--- src/rtl/inst_cache_dm_if.sv ---
// Fetch-side and instruction-memory-side signals of the direct-mapped instruction cache.
// The slave modport is the cache; the master modport is the CPU fetch stage plus the memory.
interface inst_cache_dm_if;
    logic [31:0]  PC;
    logic [31:0]  INSTRUCTION;
    logic         BUSYWAIT;
    logic         FLUSH;
    logic         INST_MEM_READ;
    logic [27:0]  INST_MEM_ADDRESS;
    logic [127:0] INST_MEM_READDATA;
    logic         INST_MEM_BUSYWAIT;

    modport slave (
        input  PC, FLUSH, INST_MEM_READDATA, INST_MEM_BUSYWAIT,
        output INSTRUCTION, BUSYWAIT, INST_MEM_READ, INST_MEM_ADDRESS
    );

    modport master (
        output PC, FLUSH, INST_MEM_READDATA, INST_MEM_BUSYWAIT,
        input  INSTRUCTION, BUSYWAIT, INST_MEM_READ, INST_MEM_ADDRESS
    );
endinterface

--- src/rtl/inst_cache_dm.sv ---
// Direct-mapped read-only instruction cache, 128-bit lines of four instructions.
// Hits answer combinationally; misses stall the CPU while the whole block is fetched.
module inst_cache_dm #(
    parameter int INDEX_BITS = 3,
    parameter int TAG_BITS   = 25
) (
    input  logic          CLK,
    input  logic          RESET,
    inst_cache_dm_if.slave bus
);
    localparam int          LINES    = 1 << INDEX_BITS;
    localparam logic [31:0] NOP      = 32'h0000_0013;
    localparam logic [1:0]  IDLE     = 2'd0;
    localparam logic [1:0]  MEM_READ = 2'd1;
    localparam logic [1:0]  UPDATE   = 2'd2;

    logic [1:0]          state_reg;
    logic [LINES-1:0]    valid_reg;
    logic [27:0]         miss_reg;
    logic                entry_reg;
    logic [TAG_BITS-1:0] tag_mem  [LINES];
    logic [127:0]        data_mem [LINES];

    logic [1:0]            offset;
    logic [INDEX_BITS-1:0] index;
    logic [TAG_BITS-1:0]   tag;
    logic [INDEX_BITS-1:0] miss_index;
    logic [TAG_BITS-1:0]   miss_tag;
    logic                  hit;
    logic                  fill;
    logic [31:0]           line_words [4];
    logic                  unused_pc_bits;

    assign offset         = bus.PC[3:2];
    assign index          = bus.PC[3+INDEX_BITS:4];
    assign tag            = bus.PC[31:4+INDEX_BITS];
    assign unused_pc_bits = &{1'b0, bus.PC[1:0]};
    assign miss_index     = miss_reg[INDEX_BITS-1:0];
    assign miss_tag       = miss_reg[27:INDEX_BITS];

    assign hit = valid_reg[index] && (tag_mem[index] == tag);

    // The memory's handshake is not trusted on the first MEM_READ cycle.
    assign fill = (state_reg == MEM_READ) && !entry_reg && !bus.INST_MEM_BUSYWAIT;

    genvar gi;
    generate
        for (gi = 0; gi < 4; gi++) begin : g_word
            assign line_words[gi] = data_mem[index][32*gi +: 32];
        end
    endgenerate

    assign bus.INSTRUCTION      = hit ? line_words[offset] : NOP;
    assign bus.BUSYWAIT         = RESET && ((state_reg != IDLE) || !hit);
    assign bus.INST_MEM_READ    = (state_reg == MEM_READ);
    assign bus.INST_MEM_ADDRESS = miss_reg;

    always_ff @(posedge CLK or negedge RESET) begin
        if (!RESET) begin
            state_reg <= IDLE;
            valid_reg <= '0;
            miss_reg  <= '0;
            entry_reg <= 1'b0;
        end else begin
            case (state_reg)
                IDLE: begin
                    if (bus.FLUSH) begin
                        valid_reg <= '0;
                    end else if (!hit) begin
                        miss_reg  <= {tag, index};
                        entry_reg <= 1'b1;
                        state_reg <= MEM_READ;
                    end
                end
                MEM_READ: begin
                    entry_reg <= 1'b0;
                    if (fill) begin
                        valid_reg[miss_index] <= 1'b1;
                        state_reg             <= UPDATE;
                    end
                end
                UPDATE:  state_reg <= IDLE;
                default: state_reg <= IDLE;
            endcase
        end
    end

    // Fill is gated by state, so an abandoned transaction can never land here.
    always_ff @(posedge CLK) begin
        if (fill) begin
            tag_mem[miss_index]  <= miss_tag;
            data_mem[miss_index] <= bus.INST_MEM_READDATA;
        end
    end
endmodule
--- src/flat_wrapper.sv ---
// flat-port wrapper written by rule: the top's interface ports become plain ports
module inst_cache_dm_flat 
#(
    parameter int INDEX_BITS = 3,
    parameter int TAG_BITS   = 25
)
  (CLK, RESET, bus_PC, bus_FLUSH, bus_INST_MEM_READDATA, bus_INST_MEM_BUSYWAIT, bus_INSTRUCTION, bus_BUSYWAIT, bus_INST_MEM_READ, bus_INST_MEM_ADDRESS);
  inst_cache_dm_if bus_i ();
  input  logic CLK;
  input  logic RESET;
  input wire logic [$bits(bus_i.PC)-1:0] bus_PC;
  input wire logic [$bits(bus_i.FLUSH)-1:0] bus_FLUSH;
  input wire logic [$bits(bus_i.INST_MEM_READDATA)-1:0] bus_INST_MEM_READDATA;
  input wire logic [$bits(bus_i.INST_MEM_BUSYWAIT)-1:0] bus_INST_MEM_BUSYWAIT;
  output wire logic [$bits(bus_i.INSTRUCTION)-1:0] bus_INSTRUCTION;
  output wire logic [$bits(bus_i.BUSYWAIT)-1:0] bus_BUSYWAIT;
  output wire logic [$bits(bus_i.INST_MEM_READ)-1:0] bus_INST_MEM_READ;
  output wire logic [$bits(bus_i.INST_MEM_ADDRESS)-1:0] bus_INST_MEM_ADDRESS;
  assign bus_i.PC = bus_PC;
  assign bus_i.FLUSH = bus_FLUSH;
  assign bus_i.INST_MEM_READDATA = bus_INST_MEM_READDATA;
  assign bus_i.INST_MEM_BUSYWAIT = bus_INST_MEM_BUSYWAIT;
  assign bus_INSTRUCTION = bus_i.INSTRUCTION;
  assign bus_BUSYWAIT = bus_i.BUSYWAIT;
  assign bus_INST_MEM_READ = bus_i.INST_MEM_READ;
  assign bus_INST_MEM_ADDRESS = bus_i.INST_MEM_ADDRESS;
  inst_cache_dm #(.INDEX_BITS(INDEX_BITS), .TAG_BITS(TAG_BITS)) u_core (.CLK(CLK), .RESET(RESET), .bus(bus_i));
endmodule
--- config.mk ---
export PLATFORM = sky130hd
export DESIGN_NAME = inst_cache_dm_flat
export DESIGN_NICKNAME = d
export VERILOG_FILES = /design/src/rtl/inst_cache_dm_if.sv /design/src/rtl/inst_cache_dm.sv /design/src/flat_wrapper.sv
export SDC_FILE = /design/constraint.sdc
export NUM_CORES = 1
export LEC_CHECK = 0
export CAP_MARGIN = 30
export CORE_MARGIN = 3
export CORE_UTILIZATION = 30
export DETAILED_ROUTE_END_ITERATION = 7
export GPL_ROUTABILITY_DRIVEN = 1
export PLACE_DENSITY_LB_ADDON = 0.05
export RECOVER_POWER = 50
export SLEW_MARGIN = 20
export SYNTH_ARGS = -nofsm -noshare
export SYNTH_HDL_FRONTEND = slang
export SYNTH_SLANG_ARGS = --single-unit
--- constraint.sdc ---
create_clock -name CLK -period 20.7 [get_ports CLK]
set_input_delay 5.175 -clock CLK [delete_from_list [all_inputs] [get_ports CLK]]
set_output_delay 5.175 -clock CLK [all_outputs]
set_load 0.02 [all_outputs]
# == Word level (Yosys, flattened, before mapping) ==
# Memory sizes are Yosys's and may differ from the RTL's.
# Index checks and enable logic that the tools add are counted.
# totals
n_memories,2
register_bits,39
out_inout_bits,62
in_bits,164
ramBits,1224
# mem_list
memory,words,width,rd,rd_ports_with_merged_regs,wr,line_no,rtl
u_core.data_mem,8,128,1,0,1,inst_cache_dm.sv:22,logic [127:0] data_mem [LINES];
u_core.tag_mem,8,25,1,0,1,inst_cache_dm.sv:21,logic [TAG_BITS-1:0] tag_mem [LINES];
# classes
mux,20
n_reduce_logical,16
n_bitwise,4
eq_ne,6
order_cmp,4
# ops
op,n
$mux 32,3
$bmux 32 s2,1
$eq 25x25->1,1
$mux 8,2
$pmux 8 s2,1
$reduce_and 3->1,4
$lt 3x4->1 const B,2
$or 8x8->8,1
$mux 1,6
$mux 2,3
$ne 2x2->1 const B,3
$logic_and 1x1->1,5
$pmux 2 s2,1
$reduce_bool 2->1,2
$bmux 1 s3,1
$demux 1 s3,1
$ge 3x1->1 const B,1
$ge 3x3->1 const B,1
$logic_not 1->1,3
$not 2->3,1
$eq 2x1->1 const B,1
$logic_not 2->1,1
$ne 2x1->1 const B,1
$not 1->1,2
2 further kinds,2

# == Logic depth before layout (Yosys ltp) ==
# depth
depth_word,7
mapped_depth,13

# == Least setup slack after synthesis ==
# Ideal clock, no wire load.
# synth_path
path_kind,input port to flip-flop
startpoint,input bus_INST_MEM_BUSYWAIT
endpoint,memory u_core.data_mem[0][0] (enable)
arrival_time_ns,15.989
t_required_ns,19.845
setup_slack_ns,3.856
setup_time_ns,0.855
cell_stages,3
n_path_buf,0
cell_sequence,nor3_1 -> nand2b_1 -> nor3_1
# synth_between
elab_chain_cells,4
# synth_lines
element,line_no,rtl
"start, declared",flat_wrapper.sv:14,input wire logic [$bits(bus_i.INST_MEM_BUSYWAIT)-1:0] bus_INST_MEM_BUSYWAIT;
$logic_not 1->1,inst_cache_dm.sv:44,assign fill = (state_reg == MEM_READ) && !entry_reg && !bus.INST_MEM_BUSYWAIT;
$logic_and 1x1->1,inst_cache_dm.sv:44,
$mux 1,inst_cache_dm.sv:90,if (fill) begin
$mux 1 (not written as such),inst_cache_dm.sv:92,data_mem[miss_index] <= bus.INST_MEM_READDATA;
"end, declared",inst_cache_dm.sv:22,
# No other way between the ends.

# == Final worst setup path ==
# layout_path
startpoint,input bus_PC[4]
endpoint,output bus_INSTRUCTION[11]
# layout_between
elab_chain_cells,5
word_cells_on_any_way,10
classes_between,1 x eq/ne; 6 x mux; 1 x reduce/logical; 2 x memory
# layout_lines
element,line_no,rtl
"start, declared",flat_wrapper.sv:11,input wire logic [$bits(bus_i.PC)-1:0] bus_PC;
$mem_v2 8x128,n/a,
$bmux 32 s2,inst_cache_dm.sv:53,assign bus.INSTRUCTION = hit ? line_words[offset] : NOP;
$mux 32 (not written as such) (2 in series),inst_cache_dm.sv:53,
$mux 32 *,inst_cache_dm.sv:53,
"end, declared",flat_wrapper.sv:15,output wire logic [$bits(bus_i.INSTRUCTION)-1:0] bus_INSTRUCTION;
# Every way passes the cells marked *; elsewhere a longest branch is shown, timed or not. The select of a mux whose other input is x is not followed.

==> results.toml <==
[outcome]
status = "finished, violations left"
violations = "capacitance limit, slew limit"

[drt]
post-route-drc-count = 0
wl_met3_mm = 6.60
vias = 21900
wirelength_met1_mm = 56.1
drtIter0Drc = 1631
vias_per_cell = 4.79
ant_nets = 0
wl_met2_mm = 59.2
top_layer = "met5"
post_drt_wl_per_cell_microns = 27.2
totalWireLength_mm = 125
firstDrtPassIters = 5

[worst_setup_path]
regToRegStartpoint = "u_core.state_reg[1]$_DFFE_PN0P_"
crit_type = "input pin to output port"
crit_path_end_kind = "output port"
r2r_cells = 7
worstPathMaxFanout = 73
cp_data_arrival_time_ps = 9590
r2r_slack_ps = 16230
reg2reg_to = "u_core.data_mem[1][95]$_DFFE_PP_"
crit_path_start_kind = "input pin"
required_ps = 15530

[cts]
hold_buffers = 0
cts_setup_buffers = 0
numCtsBuffers = 147
root_buffer = "clkbuf_16"
clock_sinks = 1263
cts.repair.resized = 0
clk_latency_ps = 740
clock_path_buffers = 3
clkTransAtPathRegs_ps = 50
h-tree-depth = 4
cts_tree = "built"

[finish]
drive_above_1_share_pct = 26.2
multi_input_area_sq_um = 10200
fin_area_sq_um = 57900
final_util_pct = 36.4
areaGrowthSynthToFinish_pct = 19.9
fillers = 14600
largest-register = "u_core.data_mem"
ff_latch_area_sq_um = 37700
fin_cells = 4587
largest_reg_flops = 1024
nets = 2479

[grt]
grt_pass1_vias = 24000
grt_pass1_wl_mm = 180
antenna_found_initial = 62
grt_max_degree = 123
track_usage_pct = 15.1
grt-ovfl-total = 0

[yosys]
synth-edff-count = 1224
ys_warn_count = 0
synth_top_area_share_pct = 76.1
synth_top_area_cell = "edfxtp_1"
synth_nets = 2148
ys_ff_latch = 1263
syn_avg_cell_area_sq_um = 24.3
synth_cells = 1984
yosys-top-cells-area = "edfxtp_1, mux4_2, dfrtp_1"
ys.flop_type = "edfxtp_1"
ys_types = 39
ys_seq_area_share_pct = 78.1
async_flop_share_pct = 3.09
syn-cell-area_sq_um = 48300

[power]
p_leak_nw = 18.1
ir_drop_uv = 81.7
power_density_nw_per_um2 = 107

[run]
cap_violations = 2

[placement]
placed_cell_area_sq_um = 53400
hpwl_mm = 69.3
dp.cells = 4308
routabilityCongestion = 0.708
io_buffers = 223

[timing]
skew_ps = 21.6
finalCriticalPeriod_ps = 14760
slew_headroom_pct = -89.9
setup_viol = 0
tightest_slew_ps = 2850
finalHoldViolCount = 0
holdWs_ps = 490
maxSlewViolCount = 60
rsz0062_at_grt = "no"
period_share_pct = 71.3
fin_tns_setup_ps = 0
max_freq_mhz = 67.7

[floorplanning]
ioPinCount = 226
die_x_microns = 407
num_rows = 146
die_h_microns = 407
design.die.area_sq_um = 166000
coreArea_sq_um = 159000
initial_core_util_pct = 30.4

[min_path]
holdPathStages = 1
hp-start = "u_core.valid_reg[6]$_DFFE_PN0P_"
min_to = "u_core.valid_reg[6]$_DFFE_PN0P_"
hold_path_class = "register to register"
## logic make-up (layout without fill, tap and decap cells)
family                    Yosys count  after routing  synth area share (%)
AOI/OAI and AO/OA                  40             40                 0.658
xor gates and xnor gates           25             25                 0.453
buffers and inverters              98            540                 0.943
DFF                              1263           1263                  78.1
muxes                             466            466                  18.9
other                               0             15                     0
and+or+nand+nor                    92             92                 0.920
## metal layers
layer  track usage [%]  vias up
met5                 0        -
met4              4.17       10
met3              3.71      224
met2              24.0      519
met1              20.7    12000
li1                  -     9223
## how the worst max path moves through the flow
stage	from	to	slack (ps)	depth (start not counted)
after global placement	bus_PC[5]	bus_INSTRUCTION[12]	5320	11
after detailed placement	bus_PC[4]	bus_INSTRUCTION[9]	5720	9
after CTS	bus_PC[5]	bus_INSTRUCTION[12]	5730	11
after global routing	bus_PC[4]	bus_INSTRUCTION[11]	5540	8
final	bus_PC[4]	bus_INSTRUCTION[11]	5940	8
after floorplan	bus_INST_MEM_BUSYWAIT	u_core.data_mem[0][0]$_DFFE_PP_	3860	3
## cells in the final DEF, fill, tap and decap left out, types with 3 or more instances in the layout
| cell type | synthesis | layout |
|---|---|---|
| a211o_1 | 3 | 3 |
| a221oi_1 | 10 | 10 |
| buf_12 | 0 | 7 |
| buf_16 | 0 | 8 |
| buf_4 | 5 | 37 |
| clkbuf_1 | 41 | 58 |
| clkbuf_16 | 0 | 156 |
| clkbuf_8 | 0 | 4 |
| clkdlybuf4s50_1 | 0 | 88 |
| clkinv_1 | 0 | 25 |
| clkinv_2 | 0 | 17 |
| dfrtp_1 | 39 | 39 |
| diode_2 | 0 | 15 |
| dlygate4sd3_1 | 0 | 129 |
| edfxtp_1 | 1224 | 1224 |
| mux2_1 | 9 | 9 |
| mux2_2 | 23 | 23 |
| mux2_4 | 20 | 20 |
| mux2i_1 | 68 | 68 |
| mux4_2 | 346 | 346 |
| nand2_1 | 16 | 16 |
| nand2b_1 | 9 | 9 |
| nand4_1 | 7 | 7 |
| nor2_1 | 40 | 36 |
| nor2_4 | 0 | 4 |
| nor2b_1 | 7 | 7 |
| nor3_1 | 5 | 4 |
| o21a_1 | 8 | 8 |
| o22ai_1 | 8 | 8 |
| xnor2_1 | 15 | 15 |
| xor2_1 | 10 | 10 |
## report_power, final
| part | total (W) | internal (W) | switching, W |
|---|---|---|---|
| clock network | 0.00238 | 0.00141 | 0.000979 |
| registers | 0.00318 | 0.00307 | 0.000110 |
| logic | 0.000640 | 0.000269 | 0.000371 |
| total | 0.00621 | 0.00475 | 0.00146 |
## worst max-delay path: stages
cell and delay (ps):
buf_8 590, buf_4 760, buf_4 780, mux4_2 600, mux4_2 470, mux2i_1 400, nor2_1 100, clkdlybuf4s50_1 580
## cells in the mapped netlist, types with 10 or more instances
library cell	instances
dfrtp_1	39
xnor2_1	15
mux2_2	23
nor2_1	40
nand2_1	16
clkbuf_1	41
buf_1	21
mux2i_1	68
edfxtp_1	1224
mux4_2	346
mux2_4	20
buf_2	25
xor2_1	10
a221oi_1	10
## final cells by class
class | instances | area share [%]
flip-flops and latches | 1263 | 65.1
multi-input cells | 623 | 17.5
clock buffers | 212 | 7.15
repair buffers | 279 | 4.98
well taps | 2146 | 4.64
clock inverters | 48 | 0.484
diodes | 15 | 0.0648
inverters | 1 | 0.00648
## stage by stage
step	power [W]	setup slack [ps]
after CTS	0.00633	5730
after global placement	0.00388	5320
after floorplan	0.00359	3860
final	0.00621	5940
after detailed placement	0.00391	5720
after global routing	0.00648	5540
Power figures use the tool's default switching activity.
